File: src/rtl/crc_check.sv
// crc_check: receive-side Ethernet CRC-32 checker for 8- or 64-bit datapaths.
// Optional macro CRC_CHECK_STATS_EN adds saturating good/bad/abort frame counters.
module crc_check #(
    parameter int DW = 8,
    parameter int CW = 32
) (
    input  logic          clk,
    input  logic          reset,
    input  logic          valid_in,
    input  logic [DW-1:0] data_in,
    input  logic          last_in,
    input  logic [2:0]    nbytes_in,
    input  logic          abort_in,
    output logic          done_out,
    output logic          crc_ok_out,
    output logic          runt_out,
    output logic [CW-1:0] crc_out,
    output logic          busy_out
`ifdef CRC_CHECK_STATS_EN
    ,
    output logic [15:0]   stat_good_out,
    output logic [15:0]   stat_bad_out,
    output logic [15:0]   stat_abort_out
`endif
);
    localparam int          NB      = DW / 8;
    localparam logic [31:0] POLY    = 32'hEDB88320;
    localparam logic [31:0] INIT    = 32'hFFFFFFFF;
    localparam logic [31:0] RESIDUE = 32'hDEBB20E3;

    if (!((DW == 8 || DW == 64) && CW == 32)) begin : g_bad_param
        $error("crc_check: DW must be 8 or 64 and CW must be 32");
    end

    typedef enum logic {IDLE, ACTIVE} state_t;
    state_t r_state, w_state_nxt;

    logic [31:0] r_acc, w_acc_nxt, r_crc;
    logic [15:0] r_cnt, w_cnt_nxt;
    logic [16:0] w_cnt_sum;
    logic [3:0]  w_nfold;
    logic        r_done, r_ok, r_runt;
    logic        w_eof, w_abort_drop;

    function automatic logic [31:0] crc_byte(input logic [31:0] c, input logic [7:0] b);
        logic [31:0] t;
        t = c ^ {24'd0, b};
        for (int k = 0; k < 8; k++)
            t = t[0] ? ((t >> 1) ^ POLY) : (t >> 1);
        return t;
    endfunction

    // Chained byte steps; a partial last beat folds only its leading bytes.
    always_comb begin
        w_acc_nxt = r_acc;
        w_nfold   = '0;
        for (int i = 0; i < NB; i++) begin
            if (!last_in || nbytes_in == 3'd0 || i < int'(nbytes_in)) begin
                w_acc_nxt = crc_byte(w_acc_nxt, data_in[8*i +: 8]);
                w_nfold   = w_nfold + 4'd1;
            end
        end
        w_cnt_sum = {1'b0, r_cnt} + {13'd0, w_nfold};
        w_cnt_nxt = w_cnt_sum[16] ? 16'hFFFF : w_cnt_sum[15:0];
    end

    always_comb begin
        w_state_nxt  = r_state;
        w_eof        = 1'b0;
        w_abort_drop = 1'b0;
        if (abort_in) begin
            w_state_nxt  = IDLE;
            w_abort_drop = (r_state == ACTIVE) || (valid_in && last_in);
        end else if (valid_in) begin
            w_state_nxt = last_in ? IDLE : ACTIVE;
            w_eof       = last_in;
        end
    end

    always_ff @(posedge clk) begin
        if (reset) r_state <= IDLE;
        else       r_state <= w_state_nxt;
    end

    always_ff @(posedge clk) begin
        if (reset) begin
            r_acc  <= INIT;
            r_cnt  <= '0;
            r_done <= 1'b0;
            r_ok   <= 1'b0;
            r_runt <= 1'b0;
            r_crc  <= INIT;
        end else begin
            r_done <= w_eof;
            if (abort_in || w_eof) begin
                r_acc <= INIT;
                r_cnt <= '0;
            end else if (valid_in) begin
                r_acc <= w_acc_nxt;
                r_cnt <= w_cnt_nxt;
            end
            // Result registers hold until the next frame completes.
            if (w_eof) begin
                r_crc  <= w_acc_nxt;
                r_runt <= (w_cnt_nxt < 16'd4);
                r_ok   <= (w_acc_nxt == RESIDUE) && (w_cnt_nxt >= 16'd4);
            end
        end
    end

    assign done_out   = r_done;
    assign crc_ok_out = r_ok;
    assign runt_out   = r_runt;
    assign crc_out    = r_crc;
    assign busy_out   = (r_state == ACTIVE);

`ifdef CRC_CHECK_STATS_EN
    logic [15:0] r_good, r_bad, r_abort;

    always_ff @(posedge clk) begin
        if (reset) begin
            r_good  <= '0;
            r_bad   <= '0;
            r_abort <= '0;
        end else begin
            if (r_done && r_ok && r_good != 16'hFFFF)    r_good  <= r_good + 16'd1;
            if (r_done && !r_ok && r_bad != 16'hFFFF)    r_bad   <= r_bad + 16'd1;
            if (w_abort_drop && r_abort != 16'hFFFF)     r_abort <= r_abort + 16'd1;
        end
    end

    assign stat_good_out  = r_good;
    assign stat_bad_out   = r_bad;
    assign stat_abort_out = r_abort;
`endif

endmodule

File: config.mk
export PLATFORM = sky130hd
export DESIGN_NAME = crc_check
export DESIGN_NICKNAME = d
export VERILOG_FILES = /design/src/rtl/crc_check.sv
export SDC_FILE = /design/constraint.sdc
export NUM_CORES = 1
export LEC_CHECK = 0
export ABC_AREA = 1
export BUFFER_PORTS_ARGS = -buffer_cell sky130_fd_sc_hd__buf_2
export CORE_ASPECT_RATIO = 0.6
export CORE_MARGIN = 8
export CORE_UTILIZATION = 50
export CTS_BUF_LIST = sky130_fd_sc_hd__clkbuf_16
export CTS_CLUSTER_DIAMETER = 60
export DETAILED_ROUTE_END_ITERATION = 6
export PLACE_DENSITY = 0.69
export SETUP_SLACK_MARGIN = 0.1
export SYNTH_ARGS = -nofsm -noshare
export SYNTH_HDL_FRONTEND = slang
export SYNTH_SLANG_ARGS = --single-unit
File: constraint.sdc
create_clock -name clk -period 2.3 [get_ports clk]
set_input_delay 0.115 -clock clk [delete_from_list [all_inputs] [get_ports clk]]
set_output_delay 0.115 -clock clk [all_outputs]
set_load 0.005 [all_outputs]
==> metrics.md, run 1 <==
| Metric | Value |
|---|---|
| Placed Area | `0.00543 sq mm` |
| Worst EP required | `2.59 ns` |
| Worst Hold Endpoint | `crc_out[11]$_SDFFE_PP1P_` |
| Antenna violations before repair | `0` |
| Worst-path maximum fanout | `11` |
| DR iter-0 viols | `642` |
| Design area | `0.00581 sq mm` |
| CTS Hold Bufs | `0` |
| Slew Limit Fails | `0` |
| Largest area contributor in the synthesized netlist | `dfxtp_1` |
| Worst Max-Slew Pin Slew | `0.725 ns` |
| Syn_area_per_cell | `6.37 sq um` |
| DIE AREA | `0.0137 sq mm` |
| Logic pwr share | `23.4%` |
| Chip height | `93.8 um` |
| DR DRC count | `0` |
| Clk_lat worst skew | `0.35 ns` |
| Fill cells | `939` |
| Worst min-delay path startpoint | `abort_in` |
| Top-area cell type share of the netlist area | `33.3%` |
| Starting Density | `51.3%` |
| Clk_skew | `0.0108 ns` |
| Worst setup SP type | `flop` |
| CTS tree | `done` |
| Gr usage total | `23.4%` |
| Via Count | `5458` |
| Reg-to-Reg End | `crc_ok_out$_SDFFE_PP0P_` |
| GP Congestion | `0.940` |
| Register bit total from synthesis | `84` |
| Clk slew on worst S/H paths | `0.07 ns` |
| Clock power share | `37.6%` |
| Share of cells above drive strength 1 | `19.4%` |
| Mapped Cells | `793` |
| Clock Sinks | `84` |
| Syn_nets | `811` |
| Switching share of power | `33.5%` |
| Most frequent cell after synthesis | `nand2_1` |
| Routed length per placed instance | `16.5 um` |
| Port buffer count | `48` |
| Largest net degree at the start of global routing | `54` |
| Sequential element share of the synthesized area | `33.3%` |
| Top post-synthesis cells by count | `290 x nand2_1, 84 x dfxtp_1, 64 x inv_1` |
| RSZ-0062 raised after global routing | `no` |
| Root Driver | `clkbuf_16` |
| Pint | `2670 uW` |
| RR Startpoint | `r_acc[2]$_SDFFE_PP1P_` |
| Slew Limit Headroom | `51.6%` |
| Yosys warns | `0` |
| Synthesis-to-finish area growth | `15.0%` |
| FF+latch area | `0.00168 sq mm` |
| Num CTS Buffers | `9` |
| Final wirelength | `16100 um` |
| NumNets Final | `857` |
| Core area | `0.00984 sq mm` |
| Post-route ant nets | `0` |
| Grt ovf | `0` |
| Main synth FF type | `dfxtp_1` |
| Vias per cell | `5.58` |
| Dpl ws | `0.0488 ns` |
| # diodes | `0` |
| Yosys cell types | `36` |
| Slack of the critical path | `0.251 ns` |
| Row count | `28` |
| Final critical-path share of the clock period | `89.1%` |
| H-tree Lvls | `3` |
| Critical path capture point type | `flop` |
| Tightest Hold Check Type | `input port to flop` |
| First-pass GRT wire length | `25400 um` |
| Non-filler instance count after layout | `979` |
| Switching Power | `1350 uW` |
| Io pins | `52` |
| Die W | `146 um` |
| WS Path Type | `flop to flop` |
| Max Root-Sink Buffers | `2` |
| PwrDens | `691 mW/mm^2` |
| Vias in the first global route | `4900` |
| Max_cap viols | `0` |
| Fin util | `59.0%` |
| Lkg Pwr | `0.00291 uW` |
| Sequential fraction of design power | `39.1%` |
| R2r setup slk | `0.25 ns` |
| Cells on Worst Hold Path | `4` |
| HPWL after DPL | `11800 um` |
| FMAX | `488 MHz` |
| Worst Path Arrival | `2.34 ns` |
| VDD IR-drop max | `0.623 mV` |
| Endpoints failing hold | `0` |
| Total Neg Setup Slack | `0 ns` |
| Ranking of synthesized cells by area | `dfxtp_1 33%, nand2_1 22%, a21oi_1 6.0%, nand3_1 5.7%, o21ai_0 5.2%` |
| Post-synth EDFFs | `0` |
| Cell count after placement | `962` |
| Final Setup Violations | `0` |
| Area of the multi-input gates | `0.00300 sq mm` |
| Status | `completed` |
| Drt first pass iters | `6` |
| Reg2reg path depth | `16` |
| Syn Std Cell Area | `0.00505 sq mm` |
| Ys async rst share | `0%` |
| Min Tclk post-route | `2.05 ns` |
[worst max-delay path, cell delays in order, from the launching register on]
cell	delay, ns
dfxtp_1	0.38
inv_1	0.07
nand2_1	0.11
nand2_2	0.20
nand2_1	0.14
nand2_2	0.09
nand2_1	0.08
nand2_1	0.06
nand2_1	0.06
nand2_1	0.16
inv_1	0.09
nand2_1	0.05
nor2_1	0.10
nand2_1	0.07
nor2_1	0.12
nand3_1	0.10
a21oi_2	0.13
[worst max path at each step]
stage / from / endpoint / slack, ns
after floorplan: r_cnt[0]$_SDFFE_PP0P_ / crc_ok_out$_SDFFE_PP0P_ / 0.46
after global placement: r_cnt[0]$_SDFFE_PP0P_ / crc_ok_out$_SDFFE_PP0P_ / 0.16
final: r_acc[2]$_SDFFE_PP1P_ / crc_ok_out$_SDFFE_PP0P_ / 0.25
after detailed placement: r_cnt[0]$_SDFFE_PP0P_ / crc_ok_out$_SDFFE_PP0P_ / 0.05
after CTS: r_cnt[0]$_SDFFE_PP0P_ / crc_ok_out$_SDFFE_PP0P_ / 0.12
after global routing: r_cnt[0]$_SDFFE_PP0P_ / crc_ok_out$_SDFFE_PP0P_ / 0.11
[cells in the final DEF (no fill, tap or decap), drive strengths merged, types with 2 or more instances in the layout]
cell type,netlist,final
a21oi,62,62
a31oi,3,3
a41oi,2,2
buf,15,68
clkbuf,18,9
dfxtp,84,84
ha,2,2
inv,71,75
nand2,336,336
nand3,62,62
nand3b,5,5
nand4,2,2
nor2,39,39
nor3,4,4
o211ai,10,10
o21ai,52,52
o221ai,3,3
or2,3,3
xnor2,5,5
xor2,10,10
[routing by layer]
layer	share of wire, %	global-route usage [%]	routed length, um	up-vias
met4	1.4	6.55	220	0
met1	49	34.5	7900	2512
met5	0	0	0	-
met3	12	7.12	1900	22
li1	-	-	-	2629
met2	38	31.6	6110	295
[power groups by stage]
stage          logic (uW)  registers [uW]  clock network, uW
2_1_floorplan         591            1590                  0
3_3_place_gp          868            1590                  0
3_5_place_dp          893            1600                  0
4_1_cts               898            1570               1530
5_1_grt              1030            1570               1590
6_report              938            1570               1510
[sequential cells by signal, indices dropped and copies added (netlist names)]
name,cells
r_cnt,16
crc_out,32
busy_out,1
done_out,1
r_acc,32
crc_ok_out,1
runt_out,1
[stage by stage]
| step | hold WS (ns) | power (uW) |
|---|---|---|
| global placement | 0.446 | 2460 |
| detailed placement | 0.453 | 2490 |
| CTS | 0.131 | 4000 |
| global route | 0.164 | 4190 |
| floorplan | 0.314 | 2180 |
| finish | 0.140 | 4010 |
[area by class of cell]
type | count | share of cell area (%)
inverters | 71 | 4.59
multi-input cells | 605 | 51.6
repair buffers | 68 | 6.72
clock inverters | 7 | 1.38
flip-flops and latches | 84 | 29.0
well taps | 135 | 2.91
clock buffers | 9 | 3.88
[timing repair]
item                       in CTS  in global routing
pin swaps                       0                  1
resized for setup               1                 18
buffers inserted                0                  1
setup endpoints to repair       2                  3
[logic make-up (layout without fill, tap and decap cells)]
group	count (synthesis)	after routing	synth area share, %
simple gates	451	451	40.0
compound gates	136	136	14.8
buf+inv	104	155	8.67
flops	84	84	33.3
xor+xnor	15	15	2.60
fa+ha+maj	2	2	0.496
other cells	1	1	0.0743
No activity file was read; power rests on OpenSTA's default activity.
==> run 2: changes to the inputs <==
Settings changed: CORE_UTILIZATION 50 to 48, PLACE_DENSITY 0.69 to 0.67.
Clock period 2.3 ns to 2 ns, I/O delays scaled along.
==> metrics.md, run 2 (same netlist as run 1, synthesis figures left out) <==
| Metric | Value |
|---|---|
| Status | `completed` |
| Worst Max-Slew Pin Slew | `0.790 ns (+0.0646 ns)` |
| Worst-path maximum fanout | `4 (-7)` |
| Max Root-Sink Buffers | `2 (unchanged)` |
| Final Setup Violations | `0 (unchanged)` |
| CP Cell Sequence | `ha_4 > buf_6 > nand3_4 > nor2_4 > buf_4 > nor2_1 > nand3b_1 > nor3_2 > nand3_4 > a211oi_2` |
| RR Startpoint | `r_cnt[0]$_SDFFE_PP0P_` |
| # diodes | `0 (unchanged)` |
| Num CTS Buffers | `9 (unchanged)` |
| Tightest Hold Check Type | `input port to flop` |
| HPWL after DPL | `12100 um (+2.3%)` |
| Routed length per placed instance | `16.7 um (+1.5%)` |
| First-pass GRT wire length | `26300 um (+3.3%)` |
| Vias in the first global route | `5086 (+3.8%)` |
| WS Path Type | `flop to flop` |
| Final wirelength | `17200 um (+6.8%)` |
| Cell repeated most along the worst path | `nand3_4` |
| CTS tree | `done` |
| Io pins | `52 (unchanged)` |
| Chip height | `95.4 um (+1.7%)` |
| Most frequent cells in the layout | `265 x nand2_1, 75 x dfxtp_1, 61 x a21oi_1` |
| Critical path startpoint | `r_cnt[0]$_SDFFE_PP0P_` |
| RSZ-0062 raised after global routing | `yes` |
| R2r setup slk | `0.09 ns (-0.16 ns)` |
| Slew Limit Fails | `0 (unchanged)` |
| Vias per cell | `5.56 (-0.32%)` |
| Power, Total | `4860 uW (+21%)` |
| Synthesis-to-finish area growth | `28.4%` |
| WL met2 | `6570 um (+7.6%)` |
| Max layer used | `met4` |
| Critical path capture point type | `flop` |
| DIE AREA | `0.0142 sq mm (+3.6%)` |
| Commonest non-fill, non-tap cell in the layout | `nand2_1` |
| Port buffer count | `48 (unchanged)` |
| Largest net degree at the start of global routing | `54 (unchanged)` |
| Endpoints failing hold | `0 (unchanged)` |
| Via Count | `5724 (+4.9%)` |
| Placed Area | `0.00560 sq mm (+3.1%)` |
| Clk slew on worst S/H paths | `0.07 ns (about the same)` |
| Core area | `0.0104 sq mm (+5.8%)` |
| WHS | `0.170 ns (+0.0293 ns)` |
| H-tree Lvls | `3 (unchanged)` |
| Grt ovf | `0 (unchanged)` |
| Reg2reg path depth | `10 (-6)` |
| Die W | `148 um (+1.8%)` |
| Gr usage total | `23.6% (+0.20 points)` |
| VDD IR-drop max | `0.507 mV (-19%)` |
| Drt first pass iters | `5 (-1)` |
| Clk_lat worst skew | `0.35 ns (about the same)` |
| Antenna violations before repair | `0 (unchanged)` |
| Reg-to-Reg End | `runt_out$_SDFFE_PP0P_` |
| NumNets Final | `904 (+5.5%)` |
| Root Driver | `clkbuf_16` |
| Share of cells above drive strength 1 | `29.1% (+9.6 points)` |
| DR iter-0 viols | `642 (unchanged)` |
| CTS Hold Bufs | `0 (unchanged)` |
| Max_cap viols | `0 (unchanged)` |
| Lkg Pwr | `0.00325 uW (+12%)` |
| Dpl ws | `-0.156 ns (-0.204 ns)` |
| Worst path top cell family by delay | `simple AND/OR/NAND/NOR gates` |
| Slew Limit Headroom | `47.3% (-4.3 points)` |
| Slack of the critical path | `0.0904 ns (-0.160 ns)` |
| Post-route ant nets | `0 (unchanged)` |
| Buf/Inv on CP | `2 (unchanged)` |
| Final critical-path share of the clock period | `95.5% (+6.4 points)` |
| FMAX | `524 MHz (+7.3%)` |
| PwrDens | `750 mW/mm^2 (+8.5%)` |
| Starting Density | `48.5% (-2.8 points)` |
| Worst setup SP type | `flop` |
| Critical-path top delay cell | `dfxtp_2` |
| Clk_skew | `0.00757 ns (-0.00323 ns)` |
| Clock Sinks | `84 (unchanged)` |
| DR DRC count | `0 (unchanged)` |
| CP Capture Point | `runt_out$_SDFFE_PP0P_` |
| Worst Path Arrival | `2.18 ns (-0.16 ns)` |
| GP Congestion | `0.941 (+0.16%)` |
| Row count | `29 (+3.6%)` |
| Post-route met1 wirelength | `8210 um (+3.9%)` |
| Worst path depth | `10 (-6)` |
| Min Tclk post-route | `1.91 ns (-0.140 ns)` |
| Worst EP required | `2.27 ns (-0.32 ns)` |
| WL met3 | `2240 um (+18%)` |
| Design area | `0.00648 sq mm (+12%)` |
| Critical Path Max Stage Delay | `0.35 ns (-0.03 ns)` |
-- run 2: metal layers --
metal | up-vias | track usage [%]
li1 | 2741 | -
met1 | 2671 | 35.6
met2 | 291 | 31.9
met3 | 21 | 6.64
met4 | 0 | 5.40
met5 | - | 0
-- run 2: cell type report --
cell class	count	area, sq um
clock inverters	7	92.6
well taps	139	174
inverters	71	269
repair buffers	113	748
flip-flops and latches	84	1700
multi-input cells	607	3280
clock buffers	9	225
fillers	948	3930
-- run 2: worst reg2reg max path, delay by kind of cell, from the launching register on --
| kind | cells | cell delay (ns) |
|---|---|---|
| and+or+nand+nor | 6 | 0.91 |
| DFF | 1 | 0.35 |
| buffers and inverters | 2 | 0.24 |
| adders and majority gates | 1 | 0.16 |
| AOI/OAI and AO/OA | 1 | 0.17 |
-- run 2: metrics by stage --
step / setup TNS [ns] / utilization, % / instances
detailed placement: -0.274 / 53.8 / 988
global placement: 0 / 53.8 / 988
floorplan: 0 / - / 793
finish: 0 / 62.3 / 1030
CTS: 0 / 58.5 / 1010
global route: -0.0341 / 62.3 / 1030
-- run 2: repair_timing --
action	in CTS	in global routing
endpoints found under the setup margin	10	8
setup buffers	6	21
pin swaps	10	34
resized for setup	29	73
gates cloned	0	2
-- run 2: worst min path at each step --
stage / from / end / slack (ns) / depth (start not counted)
floorplan: abort_in / crc_out[1]$_SDFFE_PP1P_ / 0.30 / 3
CTS: abort_in / crc_out[0]$_SDFFE_PP1P_ / 0.14 / 4
detailed placement: crc_out[9]$_SDFFE_PP1P_ / crc_out[9]$_SDFFE_PP1P_ / 0.45 / 2
finish: abort_in / crc_out[0]$_SDFFE_PP1P_ / 0.17 / 4
global placement: crc_out[9]$_SDFFE_PP1P_ / crc_out[9]$_SDFFE_PP1P_ / 0.44 / 2
global route: abort_in / crc_out[0]$_SDFFE_PP1P_ / 0.20 / 4
-- run 2: power breakdown --
part           internal [uW]  switching [uW]  total (uW)
registers               1750            57.4        1810
logic                    450             817        1270
clock network           1000             786        1790
